`config.mk`:
```
export PLATFORM = sky130hd
export DESIGN_NAME = cpu_issue_scoreboard_flat
export DESIGN_NICKNAME = d
export VERILOG_FILES = /design/src/rtl/cpu_issue_scoreboard_pkg.sv /design/src/rtl/cpu_issue_scoreboard_if.sv /design/src/rtl/cpu_issue_scoreboard_hazard_check.sv /design/src/rtl/cpu_issue_scoreboard.sv /design/src/flat_wrapper.sv
export SDC_FILE = /design/constraint.sdc
export NUM_CORES = 1
export LEC_CHECK = 0
export ABC_AREA = 1
export BUFFER_PORTS_ARGS = -buffer_cell sky130_fd_sc_hd__buf_2
export CAP_MARGIN = 5
export CORE_ASPECT_RATIO = 0.9
export CORE_MARGIN = 4
export CORE_UTILIZATION = 55
export DETAILED_ROUTE_END_ITERATION = 12
export PLACE_DENSITY = 0.8
export SLEW_MARGIN = 15
export SYNTH_ARGS = -nofsm -noshare
export SYNTH_HDL_FRONTEND = slang
export SYNTH_HIERARCHICAL = 1
export SYNTH_SLANG_ARGS = --single-unit
```
`constraint.sdc`:
```
create_clock -name i_clock -period 2.7 [get_ports i_clock]
set_clock_uncertainty 0.1 [all_clocks]
set_input_delay 0.135 -clock i_clock [delete_from_list [all_inputs] [get_ports i_clock]]
set_output_delay 0.135 -clock i_clock [all_outputs]
set_load 0.01 [all_outputs]
```
`src/rtl/cpu_issue_scoreboard_pkg.sv`:
```
// Shared CPU constants and types for the issue scoreboard: register-tag layout,
// register-file size and the per-unit busy flags.
package cpu_issue_scoreboard_pkg;
  localparam int TAG_W    = 6;
  localparam int BANK_BIT = 5;   // tag[BANK_BIT] = 1 selects the FP register file
  localparam int NUM_REGS = 64;
  localparam int STALL_W  = 32;

  typedef logic [TAG_W-1:0]    reg_tag_t;
  typedef logic [NUM_REGS-1:0] busy_map_t;

  typedef struct packed {
    logic complex_busy;
    logic fpu_busy;
  } unit_flags_t;

  // Integer x0 is hardwired zero and is never tracked.
  function automatic logic is_x0(input reg_tag_t tag);
    return tag == '0;
  endfunction
endpackage

```
`src/rtl/cpu_issue_scoreboard_if.sv`:
```
// Issue, writeback and status signals of the issue scoreboard.
interface cpu_issue_scoreboard_if;
  import cpu_issue_scoreboard_pkg::*;

  // Handshake: an instruction issues (o_fire) in any cycle where i_valid and
  // o_ready are both high; o_ready never depends on i_valid, and a stalled
  // instruction is simply re-presented by the decoder until it fires.
  logic                 i_valid;
  reg_tag_t             i_rs1, i_rs2, i_rs3, i_rd;
  logic                 i_have_rs1, i_have_rs2, i_have_rs3, i_have_rd;
  logic                 i_complex, i_fpu;
  logic                 o_ready, o_fire;
  logic                 i_wb_valid;
  reg_tag_t             i_wb_rd;
  logic                 i_complex_done, i_fpu_done;
  logic                 i_flush;
  busy_map_t            o_busy;
  logic [STALL_W-1:0]   o_stall_count;
  logic                 i_stall_load;
  logic [STALL_W-1:0]   i_stall_load_value;

  modport master (
    output i_valid, i_rs1, i_rs2, i_rs3, i_rd,
    output i_have_rs1, i_have_rs2, i_have_rs3, i_have_rd,
    output i_complex, i_fpu, i_wb_valid, i_wb_rd,
    output i_complex_done, i_fpu_done, i_flush,
    output i_stall_load, i_stall_load_value,
    input  o_ready, o_fire, o_busy, o_stall_count
  );

  modport slave (
    input  i_valid, i_rs1, i_rs2, i_rs3, i_rd,
    input  i_have_rs1, i_have_rs2, i_have_rs3, i_have_rd,
    input  i_complex, i_fpu, i_wb_valid, i_wb_rd,
    input  i_complex_done, i_fpu_done, i_flush,
    input  i_stall_load, i_stall_load_value,
    output o_ready, o_fire, o_busy, o_stall_count
  );
endinterface

```
`src/rtl/cpu_issue_scoreboard_hazard_check.sv`:
```
// Combinational RAW/WAW check of the issuing instruction against the busy
// bitmap, with same-cycle writeback bypass.
module cpu_hazard_check
  import cpu_issue_scoreboard_pkg::*;
(
  input  busy_map_t busy,
  input  logic      wb_valid,
  input  reg_tag_t  wb_rd,
  input  reg_tag_t  rs1,
  input  reg_tag_t  rs2,
  input  reg_tag_t  rs3,
  input  reg_tag_t  rd,
  input  logic      have_rs1,
  input  logic      have_rs2,
  input  logic      have_rs3,
  input  logic      have_rd,
  output logic      hazard
);
  busy_map_t eff_busy;

  always_comb begin
    eff_busy = busy;
    if (wb_valid) eff_busy[wb_rd] = 1'b0;
    eff_busy[0] = 1'b0;
    hazard = (have_rs1 && eff_busy[rs1]) ||
             (have_rs2 && eff_busy[rs2]) ||
             (have_rs3 && eff_busy[rs3]) ||
             (have_rd  && eff_busy[rd]);
  end
endmodule

```
`src/rtl/cpu_issue_scoreboard.sv`:
```
// In-order issue scoreboard: per-register pending bits, complex-unit and FPU
// busy flags, issue gating and a saturating stall-cycle counter.
module cpu_issue_scoreboard
  import cpu_issue_scoreboard_pkg::*;
(
  input logic                   i_clock,
  input logic                   i_reset,
  cpu_issue_scoreboard_if.slave sb
);
  busy_map_t          busy_q, busy_d;
  unit_flags_t        unit_q, unit_d;
  logic [STALL_W-1:0] stall_q, stall_d;
  logic               reg_hazard, complex_free, fpu_free, ready, fire, stall;

  cpu_hazard_check u_hazard (
    .busy     (busy_q),
    .wb_valid (sb.i_wb_valid),
    .wb_rd    (sb.i_wb_rd),
    .rs1      (sb.i_rs1),
    .rs2      (sb.i_rs2),
    .rs3      (sb.i_rs3),
    .rd       (sb.i_rd),
    .have_rs1 (sb.i_have_rs1),
    .have_rs2 (sb.i_have_rs2),
    .have_rs3 (sb.i_have_rs3),
    .have_rd  (sb.i_have_rd),
    .hazard   (reg_hazard)
  );

  // A done pulse frees its unit for this cycle's issue decision.
  assign complex_free = !unit_q.complex_busy || sb.i_complex_done;
  assign fpu_free     = !unit_q.fpu_busy     || sb.i_fpu_done;

  assign ready = !i_reset && !sb.i_flush && !reg_hazard &&
                 (!sb.i_complex || complex_free) &&
                 (!sb.i_fpu     || fpu_free);
  assign fire  = sb.i_valid && ready;
  assign stall = sb.i_valid && !ready;

  always_comb begin
    busy_d  = busy_q;
    unit_d  = unit_q;
    stall_d = stall_q;
    if (sb.i_flush) begin
      busy_d = '0;
      unit_d = '0;
    end else begin
      // Clear before set so an issue wins over a same-cycle writeback.
      if (sb.i_wb_valid) busy_d[sb.i_wb_rd] = 1'b0;
      if (fire && sb.i_have_rd && !is_x0(sb.i_rd)) busy_d[sb.i_rd] = 1'b1;
      if (sb.i_complex_done) unit_d.complex_busy = 1'b0;
      if (sb.i_fpu_done)     unit_d.fpu_busy     = 1'b0;
      if (fire && sb.i_complex) unit_d.complex_busy = 1'b1;
      if (fire && sb.i_fpu)     unit_d.fpu_busy     = 1'b1;
    end
    if (sb.i_stall_load) stall_d = sb.i_stall_load_value;
    else if (stall && stall_q != '1) stall_d = stall_q + STALL_W'(1);
  end

  always_ff @(posedge i_clock) begin
    if (i_reset) begin
      busy_q  <= '0;
      unit_q  <= '0;
      stall_q <= '0;
    end else begin
      busy_q  <= busy_d;
      unit_q  <= unit_d;
      stall_q <= stall_d;
    end
  end

  assign sb.o_ready       = ready;
  assign sb.o_fire        = fire;
  assign sb.o_busy        = busy_q;
  assign sb.o_stall_count = stall_q;
endmodule
```
`src/flat_wrapper.sv`:
```
// flat-port wrapper written by rule: the top's interface ports become plain ports
module cpu_issue_scoreboard_flat import cpu_issue_scoreboard_pkg::*;
  (i_clock, i_reset, sb_i_valid, sb_i_rs1, sb_i_rs2, sb_i_rs3, sb_i_rd, sb_i_have_rs1, sb_i_have_rs2, sb_i_have_rs3, sb_i_have_rd, sb_i_complex, sb_i_fpu, sb_i_wb_valid, sb_i_wb_rd, sb_i_complex_done, sb_i_fpu_done, sb_i_flush, sb_i_stall_load, sb_i_stall_load_value, sb_o_ready, sb_o_fire, sb_o_busy, sb_o_stall_count);
  cpu_issue_scoreboard_if sb_i ();
  input logic i_clock;
  input logic i_reset;
  input wire logic [$bits(sb_i.i_valid)-1:0] sb_i_valid;
  input wire logic [$bits(sb_i.i_rs1)-1:0] sb_i_rs1;
  input wire logic [$bits(sb_i.i_rs2)-1:0] sb_i_rs2;
  input wire logic [$bits(sb_i.i_rs3)-1:0] sb_i_rs3;
  input wire logic [$bits(sb_i.i_rd)-1:0] sb_i_rd;
  input wire logic [$bits(sb_i.i_have_rs1)-1:0] sb_i_have_rs1;
  input wire logic [$bits(sb_i.i_have_rs2)-1:0] sb_i_have_rs2;
  input wire logic [$bits(sb_i.i_have_rs3)-1:0] sb_i_have_rs3;
  input wire logic [$bits(sb_i.i_have_rd)-1:0] sb_i_have_rd;
  input wire logic [$bits(sb_i.i_complex)-1:0] sb_i_complex;
  input wire logic [$bits(sb_i.i_fpu)-1:0] sb_i_fpu;
  input wire logic [$bits(sb_i.i_wb_valid)-1:0] sb_i_wb_valid;
  input wire logic [$bits(sb_i.i_wb_rd)-1:0] sb_i_wb_rd;
  input wire logic [$bits(sb_i.i_complex_done)-1:0] sb_i_complex_done;
  input wire logic [$bits(sb_i.i_fpu_done)-1:0] sb_i_fpu_done;
  input wire logic [$bits(sb_i.i_flush)-1:0] sb_i_flush;
  input wire logic [$bits(sb_i.i_stall_load)-1:0] sb_i_stall_load;
  input wire logic [$bits(sb_i.i_stall_load_value)-1:0] sb_i_stall_load_value;
  output wire logic [$bits(sb_i.o_ready)-1:0] sb_o_ready;
  output wire logic [$bits(sb_i.o_fire)-1:0] sb_o_fire;
  output wire logic [$bits(sb_i.o_busy)-1:0] sb_o_busy;
  output wire logic [$bits(sb_i.o_stall_count)-1:0] sb_o_stall_count;
  assign sb_i.i_valid = sb_i_valid;
  assign sb_i.i_rs1 = sb_i_rs1;
  assign sb_i.i_rs2 = sb_i_rs2;
  assign sb_i.i_rs3 = sb_i_rs3;
  assign sb_i.i_rd = sb_i_rd;
  assign sb_i.i_have_rs1 = sb_i_have_rs1;
  assign sb_i.i_have_rs2 = sb_i_have_rs2;
  assign sb_i.i_have_rs3 = sb_i_have_rs3;
  assign sb_i.i_have_rd = sb_i_have_rd;
  assign sb_i.i_complex = sb_i_complex;
  assign sb_i.i_fpu = sb_i_fpu;
  assign sb_i.i_wb_valid = sb_i_wb_valid;
  assign sb_i.i_wb_rd = sb_i_wb_rd;
  assign sb_i.i_complex_done = sb_i_complex_done;
  assign sb_i.i_fpu_done = sb_i_fpu_done;
  assign sb_i.i_flush = sb_i_flush;
  assign sb_i.i_stall_load = sb_i_stall_load;
  assign sb_i.i_stall_load_value = sb_i_stall_load_value;
  assign sb_o_ready = sb_i.o_ready;
  assign sb_o_fire = sb_i.o_fire;
  assign sb_o_busy = sb_i.o_busy;
  assign sb_o_stall_count = sb_i.o_stall_count;
  cpu_issue_scoreboard u_core (.i_clock(i_clock), .i_reset(i_reset), .sb(sb_i));
endmodule
```
==> results.md, run 1 <==
* WEP type: register data pin
* I/O Buffers at 173
* Yosys warnings at 6
* Synth top area cells: nand3_1, dfxtp_1, nand2_1, a21oi_1, o21ai_0
* Largest net degree at the start of global routing at 38
* Post-synth EDFFs at 0
* H-tree depth at 3
* Status: did not finish
* Root buf cell: clkbuf_16
* Synth Flop Type: dfxtp_1
* Row cnt at 42
* Placer congestion estimate at 1.19
* Inst Count DP at 1936
* Synth async-reset ratio at 0%
* Mapped Area at about 0.0085 mm2
* Yosys top cell area share at between 30% and 40%
* Error message: [ERROR GRT-0232] Routing congestion too high. Check the congestion heatmap in the GUI.
* Exit stage: 5_1_grt
* CTS Buffer Depth at 2
* CTS Buf Count at 9
* Flop and latch count out of synthesis at 98
* Die Y at 126 um
* Initial core utilization at 56.9%
* Syn Area/Cell at 5.72 um2
* Syn nets at 1556
* Post-synth top area cell: nand3_1
* DIE WIDTH at about 140 um
* HPWL after DPL at 32100 um
* Post-synthesis cell type count at 33
* Sequential area share after synthesis at 23.2%
* Worst setup endpoint GRT: u_core/sb.o_busy[12]$_SDFF_PP0_/D
* Synth Instances at 1479
* Initial antenna violation count at 3
* Global route overflow at 92
* I/O pin cnt at 174
* CTS Sinks at 98
* Total track usage at 84.1%
-- per-stage QoR --
| step | setup WS, ns | utilization [%] | area (um2) | setup TNS (ns) |
|---|---|---|---|---|
| 2_1_floorplan | 0.139 | - | 8460 | 0 |
| 3_3_place_gp | -0.775 | 72.6 | 10800 | -59.60 |
| 3_5_place_dp | -0.791 | 72.6 | 10800 | -61.71 |
| 4_1_cts | -0.0312 | 81.9 | 12200 | -0.0569 |
-- kinds of logic after synthesis --
group	Yosys count	synth area share, %
adder cells (fa/ha/maj)	1	0.148
flip-flops	98	23.2
AND/OR/NAND/NOR	1042	57.6
buffers and inverters	161	8.00
AO/OA/AOI/OAI	168	10.1
XOR/XNOR	9	0.932
-- Yosys cell counts (8+ instances only) --
master,number
nand3b_1,8
buf_1,23
nand2_1,294
nor3_1,19
clkbuf_1,37
dfxtp_1,98
a21oi_1,88
nand3_1,598
inv_1,86
nor2_2,14
o21ai_0,71
buf_6,9
nor2_1,88
-- routing by layer --
metal | global-route usage, % | GRT overflow
met5 | 44.3 | 0
met2 | 94.0 | 41
met3 | 76.2 | 8
met4 | 79.5 | 36
met1 | 86.2 | 7
-- repair_timing --
item | in CTS
hold endpoints to repair | 12
buffers inserted | 24
pin swaps | 46
cloned | 5
setup endpoints to repair | 97
gates resized for setup | 164
hold buffers | 14
==> inputs of run 2 (changes only) <==
CORE_ASPECT_RATIO = not set   (was 0.9)
CORE_UTILIZATION = 40   (was 55)
PLACE_DENSITY = not set   (was 0.8)
PLACE_DENSITY_LB_ADDON = 0.15   (was not set)
==> run 2 against run 1 <==
Effect of this change: the flow now finishes without violations; synthesized area is the same; synthesized cell count is the same.
==> results.md, run 2 <==
* Syn Area/Cell at 5.72 um2
* Placer congestion estimate at ~1.0
* Flop and latch count out of synthesis at between 90 and 100
* Final wirelength at 40900 um
* Core Region at 0.0205 mm2
* Critical path class: in -> reg
* Yosys top cell area share at ~35%
* CTS Buf Count at 9
* DIE WIDTH at 153 um
* Layout cell share with drive strength beyond 1 at 30.3%
* Yosys warnings at 6
* Wire per inst at 20.4 um
* Die area at 0.0235 mm2
* I/O Buffers at 173
* Pleak at 5.15 nW
* Post-synthesis cell type count at 33
* Hold Fails Final Rpt at 0
* Fillers at a little over 2000
* Min-Delay Path Class: in -> reg
* Sequential area share after synthesis at 23.2%
* Pre-CTS WS at -0.418 ns
* Vias in the first global route at 11000
* Startpoint types: input pin
* H-tree depth at 3
* CTS clk-pin slew, worst paths at 0.07 ns
* Root buf cell: clkbuf_16
* Fin crit share at around 98%
* Crit. Startpoint: sb_i_wb_rd[2]
* Syn nets at around 1600
* Post-route cell area at 0.0120 mm2
* Initial antenna violation count at 0
* Status: finished, final reports clean
* Setup violators final at 0
* Synth Instances at between 1000 and 1500
* Final ANT Viol Nets at 0
* Hold path start: sb_i_flush
* Reg-to-Reg Start: u_core/sb.o_busy[48]
* Synth-to-Final Area Change at 41.8%
* Count leader, synth: nand3_1
* TritonCTS clock tree: yes
* Placed instance area at about 0.010 mm2
* WHS Endpoint: u_core/sb.o_busy[0]
* Setup_tns at 0 ns
* FMAX at 379 MHz
* Setup ws final at about 0.06 ns
* Worst setup EP type: flop
* Crit path DAT at ~2.8 ns
* Power per cell area at 324 mW/mm2
* Antenna cells at 0
* Max_cap viols at 0
* Largest net degree at the start of global routing at 47
* CTS Buffer Depth at 2
* Synth Flop Type: dfxtp_1
* Post-synth top area cell: nand3_1
* Hold_ws at between 0.015 and 0.02 ns
* Post-synth EDFFs at 0
* HPWL after DPL at 30900 um
* Global route overflow at 0
* Reg-to-reg endpoint: u_core/sb.o_busy[13]
* Most frequent cells in the layout: nand3_1, nand2_1, buf_2
* Die Y at 153 um
* I/O pin cnt at between 150 and 200
* Worst-path maximum fanout at 10
* Total track usage at 32.0%
* Max-Slew Margin vs Limit at 44.1%
* DRT iter0 DRCs at 1488
* Top cell types by occurrence after synthesis: nand3_1, nand2_1, dfxtp_1
* Most common cell after layout, fill and taps aside: nand3_1
* Mapped Area at 0.00846 mm2
* Synth top area cells: nand3_1, dfxtp_1, nand2_1, a21oi_1, o21ai_0
* Slew Limit Fails at 0
* Min cycle time layout at 2.64 ns
* Row cnt at 52
* Initial core utilization at 41.3%
* FF-to-FF path depth at 20
* CTS Sinks at ~100
* Worst R2R Setup Slack at around 0.12 ns
* Least-Margin Pin Slew at about 0.83 ns
* Critical Path RT at 2.87 ns
* Worst vdd ir at around 0.3 mV
* DRC at 0
* Vias at 12100
* Min-Delay Path Depth at 4
* Detailed Routing Iterations Pass 1 at 6
* Global-route wire length before repair at around 61000 um
* Vias/cell at 6.02
* Layout net count at about 1800
* Number of flip-flops in the largest register at 64
* Clk_lat worst skew at 0.35 ns
* Post-Route Utilization at 58.5%
* Synth async-reset ratio at 0%
run 2: cell counts after synthesis:
No cell type changed its count.
run 2: power by group:
group | total (W) | internal [W] | switching [W]
clock | 0.00135 | 0.000736 | 0.000610
combinational | 0.00102 | 0.000382 | 0.000635
sequential | 0.00153 | 0.00148 | 0.0000501
total | 0.00389 | 0.00259 | 0.00130
run 2: critical path: stages:
cell and delay [ns]:
buf_4 0.14, inv_4 0.08, nand2_1 0.12, nor2_4 0.14, buf_12 0.16, nand2_1 0.12, nand3_1 0.10, nand3_1 0.08
nand3_1 0.07, nand3_1 0.11, nand3_2 0.08, nand3_1 0.07, nand3_1 0.08, nand2_1 0.07, inv_2 0.06, nand2_2 0.06
inv_2 0.07, nand2_4 0.06, nor3_4 0.21, nand2_2 0.12, nor2_4 0.13, buf_12 0.14, buf_4 0.14, nand3_1 0.07
a21oi_1 0.16
run 2: worst max path at each step:
stage	end	slack, ns	cells past startpoint
6_report	u_core/sb.o_busy[13]	0.06	25
5_1_grt	u_core/sb.o_busy[38]	-0.07	25
4_1_cts	u_core/sb.o_busy[58]	0.001	25
3_5_place_dp	u_core/sb.o_busy[11]	-0.42	23
3_3_place_gp	u_core/sb.o_busy[13]	-0.40	23
2_1_floorplan	u_core/sb.o_stall_count[19]	0.14	26
run 2: cell type report:
cell class / count / area (um2) / share of cell area, %
Clock buffer: 9 / 225 / 1.88
Clock inverter: 7 / 82.6 / 0.688
Inverter: 90 / 350 / 2.92
Multi-Input combinational cell: 1220 / 6620 / 55.2
Sequential cell: 98 / 1980 / 16.5
Tap cell: 270 / 338 / 2.82
Timing Repair Buffer: 311 / 2400 / 20.0
run 2: routing by layer:
| layer | wire, um | global-route usage (%) |
|---|---|---|
| met1 | 16000 | 41.6 |
| met4 | 1710 | 12.4 |
| met2 | 18800 | 53.0 |
| met5 | 0 | 0 |
| met3 | 4360 | 5.46 |
run 2: through the flow:
step / total power (W) / cells
finish: 0.00389 / 2005
global route: 0.00404 / 2005
CTS: 0.00377 / 1991
detailed placement: 0.00241 / 1962
global placement: 0.00241 / 1962
floorplan: 0.00201 / 1479
run 2: cell families (layout without fill, tap and decap cells):
| logic type | count (synthesis) | in the layout | share of synthesized area [%] |
|---|---|---|---|
| simple gates | 1042 | 1042 | 57.6 |
| compound gates | 168 | 168 | 10.1 |
| buf+inv | 161 | 417 | 8.00 |
| flops | 98 | 98 | 23.2 |
| xor+xnor | 9 | 9 | 0.932 |
| fa+ha+maj | 1 | 1 | 0.148 |
run 2: what timing repair did:
action / 4_1_cts / 5_1_grt
pin swaps: 0 / 46
hold buffers: 13 / 0
endpoints found under the hold margin: 11 / 0
setup buffers: 0 / 11
setup endpoints to repair: 65 / 97
gates resized for setup: 7 / 263
gates cloned: 0 / 3
Power figures use the tool's default switching activity.
==> inputs of run 3 (changes only) <==
BUFFER_PORTS_ARGS = not set   (was -buffer_cell sky130_fd_sc_hd__buf_2)
DONT_BUFFER_PORTS = 1   (was not set)
SKIP_LAST_GASP = 1   (was not set)
==> run 3 against run 2 <==
Effect of this change: the flow now finishes with violations (setup timing); cell area is 2.0% lower; total power is 6.1% lower; register-to-register slack worse by 0.19 ns; sequential power hardly changed; global-route usage is 0.90 points higher; setup slack worse by 0.15 ns.
==> results.md, run 3 (synthesis gave the netlist of run 2 again) <==
* Vias at around 12000
* Slew Limit Fails at 0
* Status: complete, but fails checks
* Setup ws final at -0.0942 ns
* Worst-path maximum fanout at 9
* Post-route cell area at about 0.012 mm2
* HPWL after DPL at 29600 um
* Pleak at 4.48 nW
* CTS Sinks at 98
* Final std cells w/o fill at between 1500 and 2000
* Switching part of the total power at 33.5%
* Global route overflow at 0
* Setup violators final at 48
* Synth-to-Final Area Change at 38.9%
* Crit path DAT at between 2 and 3 ns
* RSZ-0062 raised after global routing: true
* Power per cell area at ~310 mW/mm2
* Most frequent CP cell: nand3_2
* DRT iter0 DRCs at around 1700
* DIE WIDTH at 153 um
* Number of flip-flops in the largest register at 64
* Met2 Routed Length at 19300 um
* Wire per inst at around 23 um
* Overall Power at 0.00365 W
* Antenna cells at 0
* DRC at 0
* Critical path class: in -> reg
* Detailed Routing Iterations Pass 1 at 7
* Startpoint types: input pin
* CTS Buf Count at 9
* Slowest CP cell: buf_8
* Layout cell share with drive strength beyond 1 at 28.3%
* Min cycle time layout at 2.79 ns
* Most frequent cells in the layout: nand3_1, nand2_1, nand3_2
* Initial antenna violation count at 0
* Total track usage at 32.9%
* Final wirelength at 43400 um
* Least-Margin Pin Slew at 1.31 ns
* Setup_tns at -2.25 ns
* CTS Buffer Depth at 2
* Top Metal Used: met4
* Max_cap viols at 0
* Logic pwr share at 22.6%
* Metal1 wirelength at roughly 16000 um
* Clk_lat worst skew at 0.36 ns
* Clock Power Share at 35.5%
* Die area at 0.0235 mm2
* Met3 routed WL at 5740 um
* Root buf cell: clkbuf_16
* Die Y at 153 um
* Max-Slew Margin vs Limit at 12.3%
* Most common cell after layout, fill and taps aside: nand3_1
* CTS clk-pin slew, worst paths at 0.07 ns
* Initial core utilization at just over 40%
* FMAX at 358 MHz
* Min-Delay Path Class: in -> reg
* Hold Fails Final Rpt at 0
* Row cnt at 52
* Placed instance area at 0.00966 mm2
* P_int at roughly 0.0024 W
* Fillers at 2030
* Vias in the first global route at 10700
* TritonCTS clock tree: yes
* H-tree depth at 3
* Failing checks: setup timing
* Worst setup EP type: flop
* Layout net count at 1691
* Vias/cell at 6.45
* Final ANT Viol Nets at 0
* Worst vdd ir at 0.256 mV
* I/O Buffers at 0
* Inst Count DP at 1810
* Fin crit share at 103%
* P_sw at 0.00122 W
* Max incr delay on CP at approximately 0.22 ns
* Critical Path RT at 2.88 ns
* Core Region at 0.0205 mm2
* Global-route wire length before repair at 61900 um
* Reg power frac at 41.9%
* Largest net degree at the start of global routing at 43
* Placer congestion estimate at 1.14
* I/O pin cnt at 174
[run 3: cell types whose count changed in the layout (fill, tap and decap cells not counted), sizes merged]
cell and delta:
buf -151, bufinv -1, clkinv +1, clkbuf +1, clkinvlp +2, dlygate4sd3 +34, inv -2
[run 3: final timing paths]
check / start / end / slack (ns) / cells past startpoint
setup reg to reg: u_core/sb.o_busy[19] / u_core/sb.o_busy[38] / -0.07 / 20
hold reg to reg: u_core/unit_q[1] / u_core/unit_q[1] / 0.37 / 2
setup / recovery: sb_i_wb_rd[2] / u_core/sb.o_busy[38] / -0.09 / 25
hold / removal: sb_i_rd[1] / u_core/sb.o_busy[3] / 0.04 / 4
[run 3: final cells by class]
cell class                 count  area (um2)  share of cell area [%]
clock buffer                   9         225                    1.92
clock inverter                 7        71.3                   0.607
inverter                      90         345                    2.94
multi-input combinational   1220        6780                    57.7
sequential                    98        2070                    17.6
tap                          270         338                    2.87
timing repair buffer         195        1930                    16.4
[run 3: through the flow]
step / hold slack [ns] / utilization, % / worst slack [ns]
final: 0.0369 / 57.3 / -0.0942
after global routing: 0.0383 / 57.3 / -0.160
after CTS: 0.000614 / 51.0 / -0.0169
after detailed placement: 0.114 / 47.2 / -0.345
after global placement: 0.112 / 47.2 / -0.329
after floorplan: 0.178 / - / 0.139
[run 3: what timing repair did]
action                     4_1_cts  5_1_grt
setup endpoints to repair       19       96
pin swaps                        0       83
hold endpoints to repair        50        0
hold buffers                    48        0
gates resized for setup          2      317
setup buffers                    1        9
gates cloned                     0        5
[run 3: per-layer routing]
metal	vias to the layer above	GRT usage (%)
li1	5399	-
met1	5562	41.3
met2	1004	52.3
met3	220	8.00
met4	0	17.3
met5	-	0
[run 3: power groups by stage]
stage	Sequential (W)	Combinational (W)	Clock (W)
final	0.00153	0.000823	0.00130
after global routing	0.00154	0.000867	0.00139
after CTS	0.00154	0.000691	0.00132
after detailed placement	0.00158	0.000617	0
after global placement	0.00158	0.000616	0
after floorplan	0.00156	0.000449	0
[run 3: critical path: cells and delay by family]
family	cells	cell delay [ns]
simple gates	17	1.81
compound gates	1	0.18
buf+inv	7	0.85
